## config.mk

```make
export PLATFORM = sky130hd
export DESIGN_NAME = act_pool_unit
export DESIGN_NICKNAME = d
export VERILOG_FILES = /design/src/rtl/act_pool_pkg.sv /design/src/rtl/act_pool_unit.sv
export SDC_FILE = /design/constraint.sdc
export NUM_CORES = 1
export LEC_CHECK = 0
export BUFFER_PORTS_ARGS = -buffer_cell sky130_fd_sc_hd__buf_2
export CAP_MARGIN = 20
export CORE_UTILIZATION = 55
export DETAILED_ROUTE_END_ITERATION = 6
export MAX_ROUTING_LAYER = met4
export PLACE_DENSITY_LB_ADDON = 0.08
export SLEW_MARGIN = 20
export SYNTH_ARGS = -nofsm -noshare
export SYNTH_HDL_FRONTEND = slang
export SYNTH_SLANG_ARGS = --single-unit
```

## constraint.sdc

```tcl
create_clock -name clk -period 4.4 [get_ports clk]
set_input_delay 0.44 -clock clk [delete_from_list [all_inputs] [get_ports clk]]
set_output_delay 0.44 -clock clk [all_outputs]
set_load 0.01 [all_outputs]
```

## src/rtl/act_pool_pkg.sv

```systemverilog
// Shared pipeline vector type for the post-normalization stages.
//   pipe_data_vect_t         : one data vector plus its side-channel fields
//   C_PIPE_DATA_VECT_RST_VAL : bubble / reset value (val=0, last=0, words 0)
package act_pool_pkg;

  localparam int unsigned C_VECT_SIZE = 4;
  localparam int unsigned C_WORD_WDT  = 16;

  typedef enum logic [1:0] {
    TYPE_DATA = 2'd0,
    TYPE_WGHT = 2'd1,
    TYPE_CFG  = 2'd2,
    TYPE_CMD  = 2'd3
  } pipe_data_type_e;

  typedef struct packed {
    logic [C_VECT_SIZE-1:0][C_WORD_WDT-1:0] data_vect_words;
    logic                                   data_vect_val;
    logic                                   data_vect_last;
    pipe_data_type_e                        data_vect_type;
  } pipe_data_vect_t;

  localparam pipe_data_vect_t C_PIPE_DATA_VECT_RST_VAL = '{
    data_vect_words: '0,
    data_vect_val:   1'b0,
    data_vect_last:  1'b0,
    data_vect_type:  TYPE_DATA
  };

endpackage

```

## src/rtl/act_pool_unit.sv

```systemverilog
// Activation + pooling stage behind the batch-norm unit.
// Optional element-wise ReLU (stage 1), then optional 1-D max-pool with window 2 / stride 2
// over consecutive vectors (stage 2), result registered towards write-back.
// Ports:
//   clk, rst      : clock, synchronous active-high reset
//   step, clear   : pipeline enable and synchronous flush; stall = !step
//   act_en        : ReLU enable, sampled with each input vector
//   pool_en       : pool enable, sampled with each input vector
//   data_in       : input vector (only val=1 with TYPE_DATA is accepted)
//   data_out      : registered output vector
//   out_cnt       : vectors emitted in the current tensor, modulo 2^16
module act_pool_unit
  import act_pool_pkg::*;
#(
  // Must match C_VECT_SIZE / C_WORD_WDT, which size the pipeline vector type.
  parameter int unsigned VECT_SIZE = C_VECT_SIZE,
  parameter int unsigned WORD_WDT  = 16
) (
  input  logic            clk,
  input  logic            rst,
  input  logic            step,
  input  logic            clear,
  output logic            stall,
  input  logic            act_en,
  input  logic            pool_en,
  input  pipe_data_vect_t data_in,
  output pipe_data_vect_t data_out,
  output logic [15:0]     out_cnt
);

  typedef logic [VECT_SIZE-1:0][WORD_WDT-1:0] words_t;

  typedef enum logic [0:0] {
    StIdle = 1'b0,
    StHold = 1'b1
  } pool_state_e;

  // ---------------------------------------------------------------------------
  // Stage 1: input acceptance and ReLU
  // ---------------------------------------------------------------------------
  pipe_data_vect_t s1_d, s1_q;
  logic            s1_pool_d, s1_pool_q;
  logic            in_acc;

  assign in_acc = data_in.data_vect_val && (data_in.data_vect_type == TYPE_DATA);

  always_comb begin
    s1_d      = C_PIPE_DATA_VECT_RST_VAL;
    s1_pool_d = 1'b0;
    if (in_acc) begin
      s1_d.data_vect_val  = 1'b1;
      s1_d.data_vect_last = data_in.data_vect_last;
      s1_d.data_vect_type = data_in.data_vect_type;
      s1_pool_d           = pool_en;
      for (int i = 0; i < VECT_SIZE; i++) begin
        // Negative words clamp to zero; everything else passes bit-exact.
        if (act_en && data_in.data_vect_words[i][WORD_WDT-1]) begin
          s1_d.data_vect_words[i] = '0;
        end else begin
          s1_d.data_vect_words[i] = data_in.data_vect_words[i];
        end
      end
    end
  end

  // ---------------------------------------------------------------------------
  // Stage 2: pool FSM, hold register, output register and vector counter
  // ---------------------------------------------------------------------------
  pool_state_e     state_d, state_q;
  words_t          hold_d, hold_q;
  logic            hold_vld_d, hold_vld_q;
  pipe_data_vect_t out_d, out_q;
  logic [15:0]     cnt_d, cnt_q;
  words_t          max_words;
  logic            last_out;

  // Element-wise signed max; a tie keeps the hold word.
  always_comb begin
    max_words = '0;
    for (int i = 0; i < VECT_SIZE; i++) begin
      if ($signed(s1_q.data_vect_words[i]) > $signed(hold_q[i])) begin
        max_words[i] = s1_q.data_vect_words[i];
      end else begin
        max_words[i] = hold_q[i];
      end
    end
  end

  assign last_out = out_q.data_vect_val && out_q.data_vect_last;

  always_comb begin
    state_d    = state_q;
    hold_d     = hold_q;
    hold_vld_d = hold_vld_q;
    out_d      = C_PIPE_DATA_VECT_RST_VAL;

    unique case (state_q)
      StIdle: begin
        if (s1_q.data_vect_val) begin
          if (s1_pool_q && !s1_q.data_vect_last) begin
            // First of a pair: park it, emit nothing this step.
            hold_d     = s1_q.data_vect_words;
            hold_vld_d = 1'b1;
            state_d    = StHold;
          end else begin
            // Bypass, or an odd tail vector emitted on its own.
            out_d = s1_q;
          end
        end
      end
      StHold: begin
        if (s1_q.data_vect_val) begin
          state_d    = StIdle;
          hold_vld_d = 1'b0;
          out_d      = s1_q;
          // pool_en dropping here is illegal: the held vector is discarded
          // and the new one bypasses.
          if (s1_pool_q) begin
            out_d.data_vect_words = max_words;
          end
        end
      end
      default: begin
        state_d    = StIdle;
        hold_vld_d = 1'b0;
      end
    endcase

    // A tensor's last output restarts the count on the following step.
    cnt_d = cnt_q;
    if (last_out) begin
      cnt_d = '0;
    end else if (out_d.data_vect_val) begin
      cnt_d = cnt_q + 16'd1;
    end
  end

  always_ff @(posedge clk) begin
    if (rst) begin
      s1_q       <= C_PIPE_DATA_VECT_RST_VAL;
      s1_pool_q  <= 1'b0;
      state_q    <= StIdle;
      hold_q     <= '0;
      hold_vld_q <= 1'b0;
      out_q      <= C_PIPE_DATA_VECT_RST_VAL;
      cnt_q      <= '0;
    end else if (step) begin
      if (clear) begin
        s1_q       <= C_PIPE_DATA_VECT_RST_VAL;
        s1_pool_q  <= 1'b0;
        state_q    <= StIdle;
        hold_q     <= '0;
        hold_vld_q <= 1'b0;
        out_q      <= C_PIPE_DATA_VECT_RST_VAL;
        cnt_q      <= '0;
      end else begin
        s1_q       <= s1_d;
        s1_pool_q  <= s1_pool_d;
        state_q    <= state_d;
        hold_q     <= hold_d;
        hold_vld_q <= hold_vld_d;
        out_q      <= out_d;
        cnt_q      <= cnt_d;
      end
    end
  end

  assign data_out = out_q;
  assign out_cnt  = cnt_q;
  assign stall    = !step;

  // ---------------------------------------------------------------------------
  // Simulation checks
  // ---------------------------------------------------------------------------
  a_in_type_data: assert property (@(posedge clk) disable iff (rst)
    !(step && data_in.data_vect_val && (data_in.data_vect_type != TYPE_DATA)));

  a_pool_drop_in_hold: assert property (@(posedge clk) disable iff (rst)
    !(step && (state_q == StHold) && s1_q.data_vect_val && !s1_pool_q));

  a_hold_vld_state: assert property (@(posedge clk) disable iff (rst)
    hold_vld_q == (state_q == StHold));

  a_out_bubble_clean: assert property (@(posedge clk) disable iff (rst)
    !out_q.data_vect_val |-> (!out_q.data_vect_last && (out_q.data_vect_words == '0)));

  a_out_type_data: assert property (@(posedge clk) disable iff (rst)
    out_q.data_vect_val |-> (out_q.data_vect_type == TYPE_DATA));

  // Every last marker leaves the FSM in IDLE, so two can never share one pairing.
  a_last_idle: assert property (@(posedge clk) disable iff (rst)
    last_out |-> (state_q == StIdle));

endmodule

```

==> flow_metrics.env, run 1 <==
export IMPL_outcome="finished clean"
export IMPL_coreArea_um2=16500
export IMPL_power_density_nw_per_um2=371
export IMPL_viasPerCell=5.73
export IMPL_nNetsFinal=1224
export IMPL_worstSkewPairLatency_ns=0.50
export IMPL_rsz0062_at_grt="no"
export IMPL_vdd_drop_max_mv=0.294
export IMPL_worst_pin_slew_ns=0.878
export IMPL_cts_path_max_buffers=3
export IMPL_grtUsageTotal_pct=25.7
export IMPL_setup_ws_ns=1.43
export IMPL_crit_top_cell="a2111oi_0"
export IMPL_ys_seq_elements=218
export IMPL_yosysTopAreaCell="dfxtp_1"
export IMPL_final_cells=1326
export IMPL_htree_levels=1
export IMPL_r2r_start="hold_q[17]"
export IMPL_drt_iter0_markers=471
export IMPL_syn_nets=1083
export IMPL_nFillCells=1395
export IMPL_holdPathStages=2
export IMPL_end_kind="flop"
export IMPL_overflow=0
export IMPL_worstPathRequired_ns=4.84
export IMPL_cp_cell_sequence="inv_1 > ha_1 > nor2b_1 > o211ai_1 > a2111oi_0 > a2111oi_0 > mux2_2 > o21ai_1 > buf_4 > a221o_1"
export IMPL_cts_sinks=218
export IMPL_grt_max_degree=75
export IMPL_dp_hpwl_um=13900
export IMPL_fp_dieH_um=132
export IMPL_placedInstanceArea_um2=10200
export IMPL_first_pass_iters=5
export IMPL_ios=159
export IMPL_final_util_pct=66.7
export IMPL_min_from="data_in[37]"
export IMPL_synth_edff_count=0
export IMPL_cpPeakStageDelay_ns=0.53
export IMPL_min_path_type="in -> reg"
export IMPL_yosysWarnings=0
export IMPL_finalSetupTns_ns=0
export IMPL_dieWidth_um=132
export IMPL_fmax_mhz=337
export IMPL_ant_nets=0
export IMPL_die_area_um2=17300
export IMPL_synth_area_leaders="dfxtp_1 (47%), ha_1 (8.8%), a221o_1 (6.9%)"
export IMPL_slew_headroom_pct=41.5
export IMPL_ctsHoldBuffers=0
export IMPL_slowest_stage="o21ai_1"
export IMPL_leakagePower_nw=4.73
export IMPL_root_buffer="clkbuf_16"
export IMPL_synthToLayoutAreaGrowth_pct=18.9
export IMPL_antenna_found_initial=4
export IMPL_cts_repair_resized=0
export IMPL_rrSetupSlack_ns=1.43
export IMPL_grt_pass1_wl_um=36200
export IMPL_seq_area_frac_synth_pct=47.2
export IMPL_path_class="reg -> reg"
export IMPL_synth_cells=944
export IMPL_ys_flop_type="dfxtp_1"
export IMPL_dr_total_vias=7603
export IMPL_min_period_ns=2.97
export IMPL_drv_cap=0
export IMPL_wl_per_cell_um=16.5
export IMPL_fin_crit_sh_pct=67.5
export IMPL_start_kind="flop"
export IMPL_stdcell_area_um2=11000
export IMPL_ff2ff_path_depth=10
export IMPL_clk_pin_slew_worst_paths_ns=0.06
export IMPL_fin_total_pwr_mw=4.08
export IMPL_cts_inserted_buffers=23
export IMPL_first_global_vias=7319
export IMPL_synth_top_area_share_pct=47.2
export IMPL_slew_violations=0
export IMPL_syn_area_um2=9240
export IMPL_arrival_ns=3.41
export IMPL_hold_slack_ns=0.149
export IMPL_timing_final_hold_violations=0
export IMPL_place_ws_ns=1.40
export IMPL_initial_core_util_pct=56.1
export IMPL_post_route_cells_drive_above_1_share_pct=20.1
export IMPL_regToRegEndpoint="data_out[34]"
export IMPL_cp_max_fo=9
export IMPL_wirelength_um=21900
export IMPL_gp_congestion=0.848
export IMPL_post_synth_cell_area_avg_um2=9.79
export IMPL_fin_skew_ns=0.00795
export IMPL_post_cts_buffers=0
export IMPL_hold_end="s1_q[37]"
export IMPL_async_flop_share_pct=0
export IMPL_cts_tree="done"
export IMPL_portBuffers=158
export IMPL_drcViolationCount=0
export IMPL_post_place_cells=1280
export IMPL_setup_violations=0
export IMPL_fp_row_count=47
export IMPL_synth_cell_type_count=52
synthesized netlist by cell type, types with 4 or more instances:
master     count
ha_1          65
a2111oi_0      4
and2_1        61
nor2b_1        8
inv_1         69
clkbuf_1      45
buf_1          5
a21oi_1       38
buf_2          4
and3_1         6
nor3_1        12
o21a_1         4
a22oi_1       67
o21ai_0       11
nand2_1       28
dfxtp_1      218
a22o_1        67
nor2_1        95
a221o_1       64
nand3_1        8
a21o_1         5
a311oi_1       4
nand4_1       16
critical path: cells and delay by family, from the launching register on:
| kind | cells | cell delay, ns |
|---|---|---|
| adders and majority gates | 1 | 0.28 |
| AOI/OAI and AO/OA | 5 | 1.40 |
| and+or+nand+nor | 1 | 0.13 |
| DFF | 1 | 0.34 |
| buffers and inverters | 2 | 0.35 |
| muxes | 1 | 0.41 |
layout make-up:
class                           count  area (µm²)  share of cell area (%)
Sequential cell                   218        4360                    39.7
Clock inverter                      7        85.1                   0.775
Multi-Input combinational cell    601        4400                    40.0
Tap cell                          220         275                    2.51
Inverter                           69         259                    2.36
Timing Repair Buffer              172         896                    8.16
Antenna cell                        5        12.5                   0.114
Clock buffer                       34         697                    6.34
kinds of logic (layout without fill, tap and decap cells):
logic type,count (synthesis),after routing,synth area share [%]
AOI/OAI and AO/OA,284,284,24.8
DFF,218,218,47.2
buffers and inverters,125,282,5.30
xor gates and xnor gates,3,3,0.284
and+or+nand+nor,247,247,13.3
muxes,2,2,0.244
adders and majority gates,65,65,8.80
other,0,5,0
routing by layer:
layer / GRT usage (%) / routed length (µm)
met5: - / 0
met3: 4.44 / 1130
met4: 6.85 / 321
met2: 41.5 / 10200
met1: 33.0 / 10200
sequential cells by signal, indices dropped and copies added, names as in the netlist:
register and count:
data_out 68, hold_q 64, out_cnt 16, s1_pool_q 1
s1_q 68, state_q 1
how the worst max path moves through the flow:
stage | startpoint | end
after floorplan | hold_q[47] | data_out[41]
after global placement | step | data_out[33]
after detailed placement | step | data_out[32]
after CTS | hold_q[17] | data_out[35]
after global routing | hold_q[17] | data_out[32]
final | hold_q[17] | data_out[34]
report_power, final:
part / total (mW) / switching (mW) / leakage [nW] / internal (mW)
Clock: 1.97 / 0.758 / 0.392 / 1.21
Combinational: 0.132 / 0.0838 / 2.58 / 0.0481
Sequential: 1.98 / 0.00509 / 1.76 / 1.98
Total: 4.08 / 0.846 / 4.73 / 3.23
placed cells by master, fill, tap and decap left out, types with 2 or more instances in the layout:
cell type	count
a221oi_1	2
a21oi_1	38
xor2_1	2
a22oi_1	67
nor3_1	12
clkbuf_8	8
a21o_1	5
a32o_1	2
nand3_1	8
dfxtp_1	218
o2bb2ai_1	2
o21ai_1	2
o41ai_1	2
o21ai_0	11
a221o_1	64
and3_1	5
o21a_1	4
nand2_1	27
and2_1	61
diode_2	5
mux2_2	2
a311oi_1	4
a41oi_1	2
clkbuf_1	3
o211ai_1	2
and2_0	2
a22o_1	67
clkinv_2	5
nand4_1	16
ha_1	65
a2111oi_0	4
buf_4	14
inv_1	69
buf_2	158
bufinv_16	2
clkbuf_16	23
nor2_1	94
nor2b_1	8
(Power assumes the default switching activity.)
==> run 2: changes to the inputs <==
Clock period 4.4 ns to 2.77 ns, I/O delays scaled along.
==> flow_metrics.env, run 2 (synthesized netlist as in run 1, its figures left out) <==
export IMPL_clk_pin_slew_worst_paths_ns=0.06
export IMPL_arrival_ns=3.06
export IMPL_root_buffer="clkbuf_16"
export IMPL_drt_iter0_markers=439
export IMPL_path_class="reg -> reg"
export IMPL_worstPathRequired_ns=3.15
export IMPL_setup_violations=0
export IMPL_htree_levels=1
export IMPL_fin_crit_sh_pct=96.5
export IMPL_gp_congestion=0.816
export IMPL_synthToLayoutAreaGrowth_pct=26.2
export IMPL_fmax_mhz=374
export IMPL_wl_per_cell_um=16.4
export IMPL_dieWidth_um=132
export IMPL_timing_final_hold_violations=0
export IMPL_finalSetupTns_ns=0
export IMPL_outcome="finished clean"
export IMPL_end_kind="flop"
export IMPL_cp_cell_sequence="inv_1 > ha_1 > nand4_1 > or3_4 > o21ai_1 > and3b_1 > o221a_4 > o211a_4 > a221o_1"
export IMPL_initial_core_util_pct=56.1
export IMPL_antenna_found_initial=0
export IMPL_fin_skew_ns=0.00768
export IMPL_ios=159
export IMPL_grt_max_degree=74
export IMPL_power_density_nw_per_um2=548
export IMPL_grt_pass1_wl_um=37000
export IMPL_drcViolationCount=0
export IMPL_setup_ws_ns=0.0974
export IMPL_stdcell_area_um2=11700
export IMPL_drv_cap=0
export IMPL_seqPwrFrac_pct=49.3
export IMPL_dp_hpwl_um=14000
export IMPL_post_route_cells_drive_above_1_share_pct=20.3
export IMPL_cts_path_max_buffers=3
export IMPL_cts_sinks=218
export IMPL_viasPerCell=5.74
export IMPL_vdd_drop_max_mv=0.489
export IMPL_grtUsageTotal_pct=26.3
export IMPL_final_util_pct=70.8
export IMPL_ant_nets=0
export IMPL_fin_total_pwr_mw=6.39
export IMPL_intPower_mw=5.08
export IMPL_final_cell_mix="dfxtp_1 (215), buf_2 (158), nor2_1 (94), inv_1 (69)"
export IMPL_post_place_cells=1294
export IMPL_fp_row_count=47
export IMPL_nNetsFinal=1296
export IMPL_wirelength_um=22700
export IMPL_cts_inserted_buffers=23
export IMPL_cp_max_fo=8
export IMPL_cpPeakStageDelay_ns=0.42
export IMPL_leakagePower_nw=5.02
export IMPL_nFillCells=1289
export IMPL_final_cells=1388
export IMPL_combinationalPowerShare_pct=4.4
export IMPL_power_switching_mw=1.31
export IMPL_placedInstanceArea_um2=10300
export IMPL_fp_dieH_um=132
export IMPL_min_period_ns=2.67
export IMPL_die_area_um2=17300
export IMPL_cts_tree="done"
export IMPL_min_path_type="in -> reg"
export IMPL_overflow=0
export IMPL_first_pass_iters=5
export IMPL_sw_frac_of_total_pct=20.6
export IMPL_slowest_stage="or3_4"
export IMPL_worstSkewPairLatency_ns=0.50
export IMPL_coreArea_um2=16500
export IMPL_first_global_vias=7427
export IMPL_hold_slack_ns=0.0106
export IMPL_place_ws_ns=0.0581
export IMPL_worst_pin_slew_ns=0.848
export IMPL_start_kind="flop"
export IMPL_dr_total_vias=7964
export IMPL_pwr_share_clk_pct=46.3
export IMPL_slew_headroom_pct=43.4
export IMPL_slew_violations=0
export IMPL_portBuffers=158
export IMPL_mostFrequentLayoutCell="dfxtp_1"
run 2: cell count changes in the layout (fill, tap and decap cells not counted), moves of 4 or more:
cell,before,now
dlygate4sd3_1,0,55
buf_4,14,28
clkinv_2,5,0
clkbuf_8,8,4
diode_2,5,1
run 2: path summary, 6_finish.rpt:
path | startpoint | end | slack [ns] | cells past startpoint
setup / recovery | hold_q[47] | data_out[44] | 0.1 | 9
hold / removal | data_in[50] | s1_q[50] | 0.01 | 2
setup reg to reg | hold_q[47] | data_out[44] | 0.1 | 9
hold reg to reg | data_out[0] | data_out[0] | 0.46 | 1
run 2: what timing repair did:
| action | 4_1_cts | 5_1_grt |
|---|---|---|
| hold buffers | 55 | 0 |
| resized for setup | 0 | 14 |
| setup endpoints to repair | 0 | 48 |
| setup buffers | 0 | 2 |
| endpoints found under the hold margin | 55 | 0 |
run 2: power by group through the flow:
stage	Sequential (mW)	Clock (mW)	Combinational (mW)
2_1_floorplan	3.22	0	0.116
3_3_place_gp	3.22	0	0.213
3_5_place_dp	3.22	0	0.214
4_1_cts	3.15	3.01	0.275
5_1_grt	3.15	3.15	0.309
6_report	3.15	2.96	0.284
run 2: routing by layer:
| layer | vias to the layer above | GRT usage, % | wire length [µm] |
|---|---|---|---|
| met5 | - | - | 0 |
| met4 | 0 | 6.46 | 477 |
| met3 | 39 | 4.01 | 1170 |
| met2 | 230 | 43.2 | 10800 |
| met1 | 3790 | 34.1 | 10200 |
| li1 | 3905 | - | - |
run 2: final cells by class:
type | instances | area, µm² | area share, %
Multi-Input combinational cell | 602 | 4450 | 38.2
Sequential cell | 218 | 4370 | 37.5
Timing Repair Buffer | 243 | 1590 | 13.6
Clock buffer | 33 | 653 | 5.60
Tap cell | 220 | 275 | 2.36
Inverter | 69 | 259 | 2.22
Clock inverter | 2 | 60.1 | 0.515
Antenna cell | 1 | 2.50 | 0.0215
run 2: critical path, delay by kind of cell (launching register included):
kind,cells,cell delay (ns)
and+or+nand+nor,3,0.77
buffers and inverters,1,0.06
DFF,1,0.33
adders and majority gates,1,0.29
AOI/OAI and AO/OA,4,1.10
==> run 3: changes to the inputs <==
Settings changed: CORE_UTILIZATION 55 to 35.
==> flow_metrics.env, run 3 (synthesized netlist as in run 1, its figures left out) <==
export IMPL_grtUsageMet1_pct=25.7
export IMPL_fin_skew_ns=0.00692
export IMPL_antenna_found_initial=3
export IMPL_initial_core_util_pct=35.5
export IMPL_timing_final_hold_violations=0
export IMPL_mostFrequentLayoutCell="dfxtp_1"
export IMPL_grt_max_degree=87
export IMPL_hold_slack_ns=0.0650
export IMPL_intPower_mw=5.31
export IMPL_leakagePower_nw=5.15
export IMPL_dp_hpwl_um=16100
export IMPL_worst_pin_slew_ns=0.805
export IMPL_nFillCells=2512
export IMPL_fp_row_count=59
export IMPL_dr_total_vias=7769
export IMPL_drt_iter0_markers=372
export IMPL_r2r_start="hold_q[46]"
export IMPL_min_path_type="in -> reg"
export IMPL_grtUsageTotal_pct=19.0
export IMPL_fin_crit_sh_pct=97.9
export IMPL_fp_dieH_um=164
export IMPL_min_from="data_in[51]"
export IMPL_slew_violations=0
export IMPL_dieWidth_um=164
export IMPL_cp_max_fo=8
export IMPL_overflow=0
export IMPL_grt_use_met3_pct=3.06
export IMPL_die_area_um2=27000
export IMPL_vdd_drop_max_mv=0.437
export IMPL_synthToLayoutAreaGrowth_pct=30.5
export IMPL_ios=159
export IMPL_first_pass_iters=4
export IMPL_gp_congestion=0.766
export IMPL_hold_end="s1_q[51]"
export IMPL_ff2ff_path_depth=9
export IMPL_crit_start="hold_q[46]"
export IMPL_sw_frac_of_total_pct=21.5
export IMPL_root_buffer="clkbuf_16"
export IMPL_pwr_share_clk_pct=48.9
export IMPL_final_cell_mix="dfxtp_1 (217), buf_2 (158), nor2_1 (94), inv_1 (69)"
export IMPL_wl_per_cell_um=16.5
export IMPL_cts_path_max_buffers=3
export IMPL_rrSetupSlack_ns=0.06
export IMPL_drv_cap=0
export IMPL_worstSkewPairLatency_ns=0.51
export IMPL_holdPathStages=2
export IMPL_worstPathRequired_ns=3.16
export IMPL_fmax_mhz=369
export IMPL_start_kind="flop"
export IMPL_path_class="reg -> reg"
export IMPL_grtUsageMet2_pct=30.0
export IMPL_portBuffers=158
export IMPL_slew_headroom_pct=45.8
export IMPL_viasPerCell=5.08
export IMPL_seqPwrFrac_pct=46.6
export IMPL_nNetsFinal=1312
export IMPL_outcome="finished clean"
export IMPL_cts_tree="done"
export IMPL_seqCellArea_um2=4370
export IMPL_clk_pin_slew_worst_paths_ns=0.06
export IMPL_coreArea_um2=26000
export IMPL_stdcell_area_um2=12100
export IMPL_grt_busiest_layer="met2"
export IMPL_wirelength_um=25200
export IMPL_htree_levels=1
export IMPL_arrival_ns=3.10
export IMPL_min_period_ns=2.71
export IMPL_drcViolationCount=0
export IMPL_combinationalPowerShare_pct=4.5
export IMPL_post_route_cells_drive_above_1_share_pct=21.0
export IMPL_placedInstanceArea_um2=10500
export IMPL_setup_violations=0
export IMPL_first_global_vias=7351
export IMPL_power_switching_mw=1.45
export IMPL_cts_inserted_buffers=25
export IMPL_multi_input_area_um2=4440
export IMPL_regToRegEndpoint="data_out[45]"
export IMPL_cts_sinks=218
export IMPL_ant_nets=0
export IMPL_end_kind="flop"
export IMPL_grt_pass1_wl_um=39900
export IMPL_power_density_nw_per_um2=560
## run 3: cell types whose count changed in the layout (fill, tap and decap cells not counted), moves of 3 or more
cell	before	now
clkbuf_1	6	3
clkbuf_8	4	7
dlygate4sd3_1	55	65
buf_4	28	31
clkinv_2	0	7
## run 3: layout make-up
class,count,area share (%)
Tap cell,335,3.48
Clock buffer,35,6.08
Antenna cell,3,0.0623
Sequential cell,218,36.2
Multi-Input combinational cell,602,36.9
Clock inverter,9,0.789
Timing Repair Buffer,257,14.4
Inverter,69,2.15
## run 3: worst max-delay path by stage
stage / slack (ns) / end
3_3_place_gp: 0.09 / data_out[35]
5_1_grt: -0.03 / data_out[20]
4_1_cts: 0.02 / data_out[45]
6_report: 0.06 / data_out[45]
2_1_floorplan: 0.03 / data_out[41]
3_5_place_dp: 0.007 / data_out[40]
## run 3: power groups by stage
| stage | registers (mW) | logic [mW] | clock network, mW |
|---|---|---|---|
| final | 3.15 | 0.304 | 3.30 |
| after global routing | 3.15 | 0.333 | 3.53 |
| after detailed placement | 3.22 | 0.229 | 0 |
| after floorplan | 3.22 | 0.116 | 0 |
| after CTS | 3.15 | 0.304 | 3.41 |
| after global placement | 3.22 | 0.228 | 0 |
## run 3: per-stage QoR
stage	power [mW]	setup TNS (ns)	utilization, %	instances	setup slack, ns
final	6.76	0	46.4	1528	0.0580
after global routing	7.01	-0.335	46.4	1528	-0.0343
after CTS	6.87	0	46.3	1524	0.0175
after detailed placement	3.45	0	40.5	1414	0.00733
after global placement	3.45	0	40.5	1414	0.0874
after floorplan	3.33	0	-	944	0.0308
## run 3: critical path, cell delays in order, from the launching register on
cell	delay [ns]
dfxtp_1	0.35
inv_1	0.05
ha_1	0.29
nand4_1	0.14
or3_4	0.41
a211o_1	0.29
and3b_1	0.18
o221a_4	0.27
o211a_4	0.29
a221o_1	0.31
## run 3: what timing repair did
item / CTS / global route
gates cloned: 1 / 0
setup buffers: 0 / 1
hold buffers: 65 / 0
endpoints found under the hold margin: 65 / 0
setup endpoints to repair: 8 / 51
pin swaps: 1 / 6
gates resized for setup: 4 / 8
## run 3: metal layers
layer,up-vias,wire length [µm]
li1,3955,-
met1,3641,12500
met2,146,11200
met3,27,1020
met4,0,412
met5,-,0
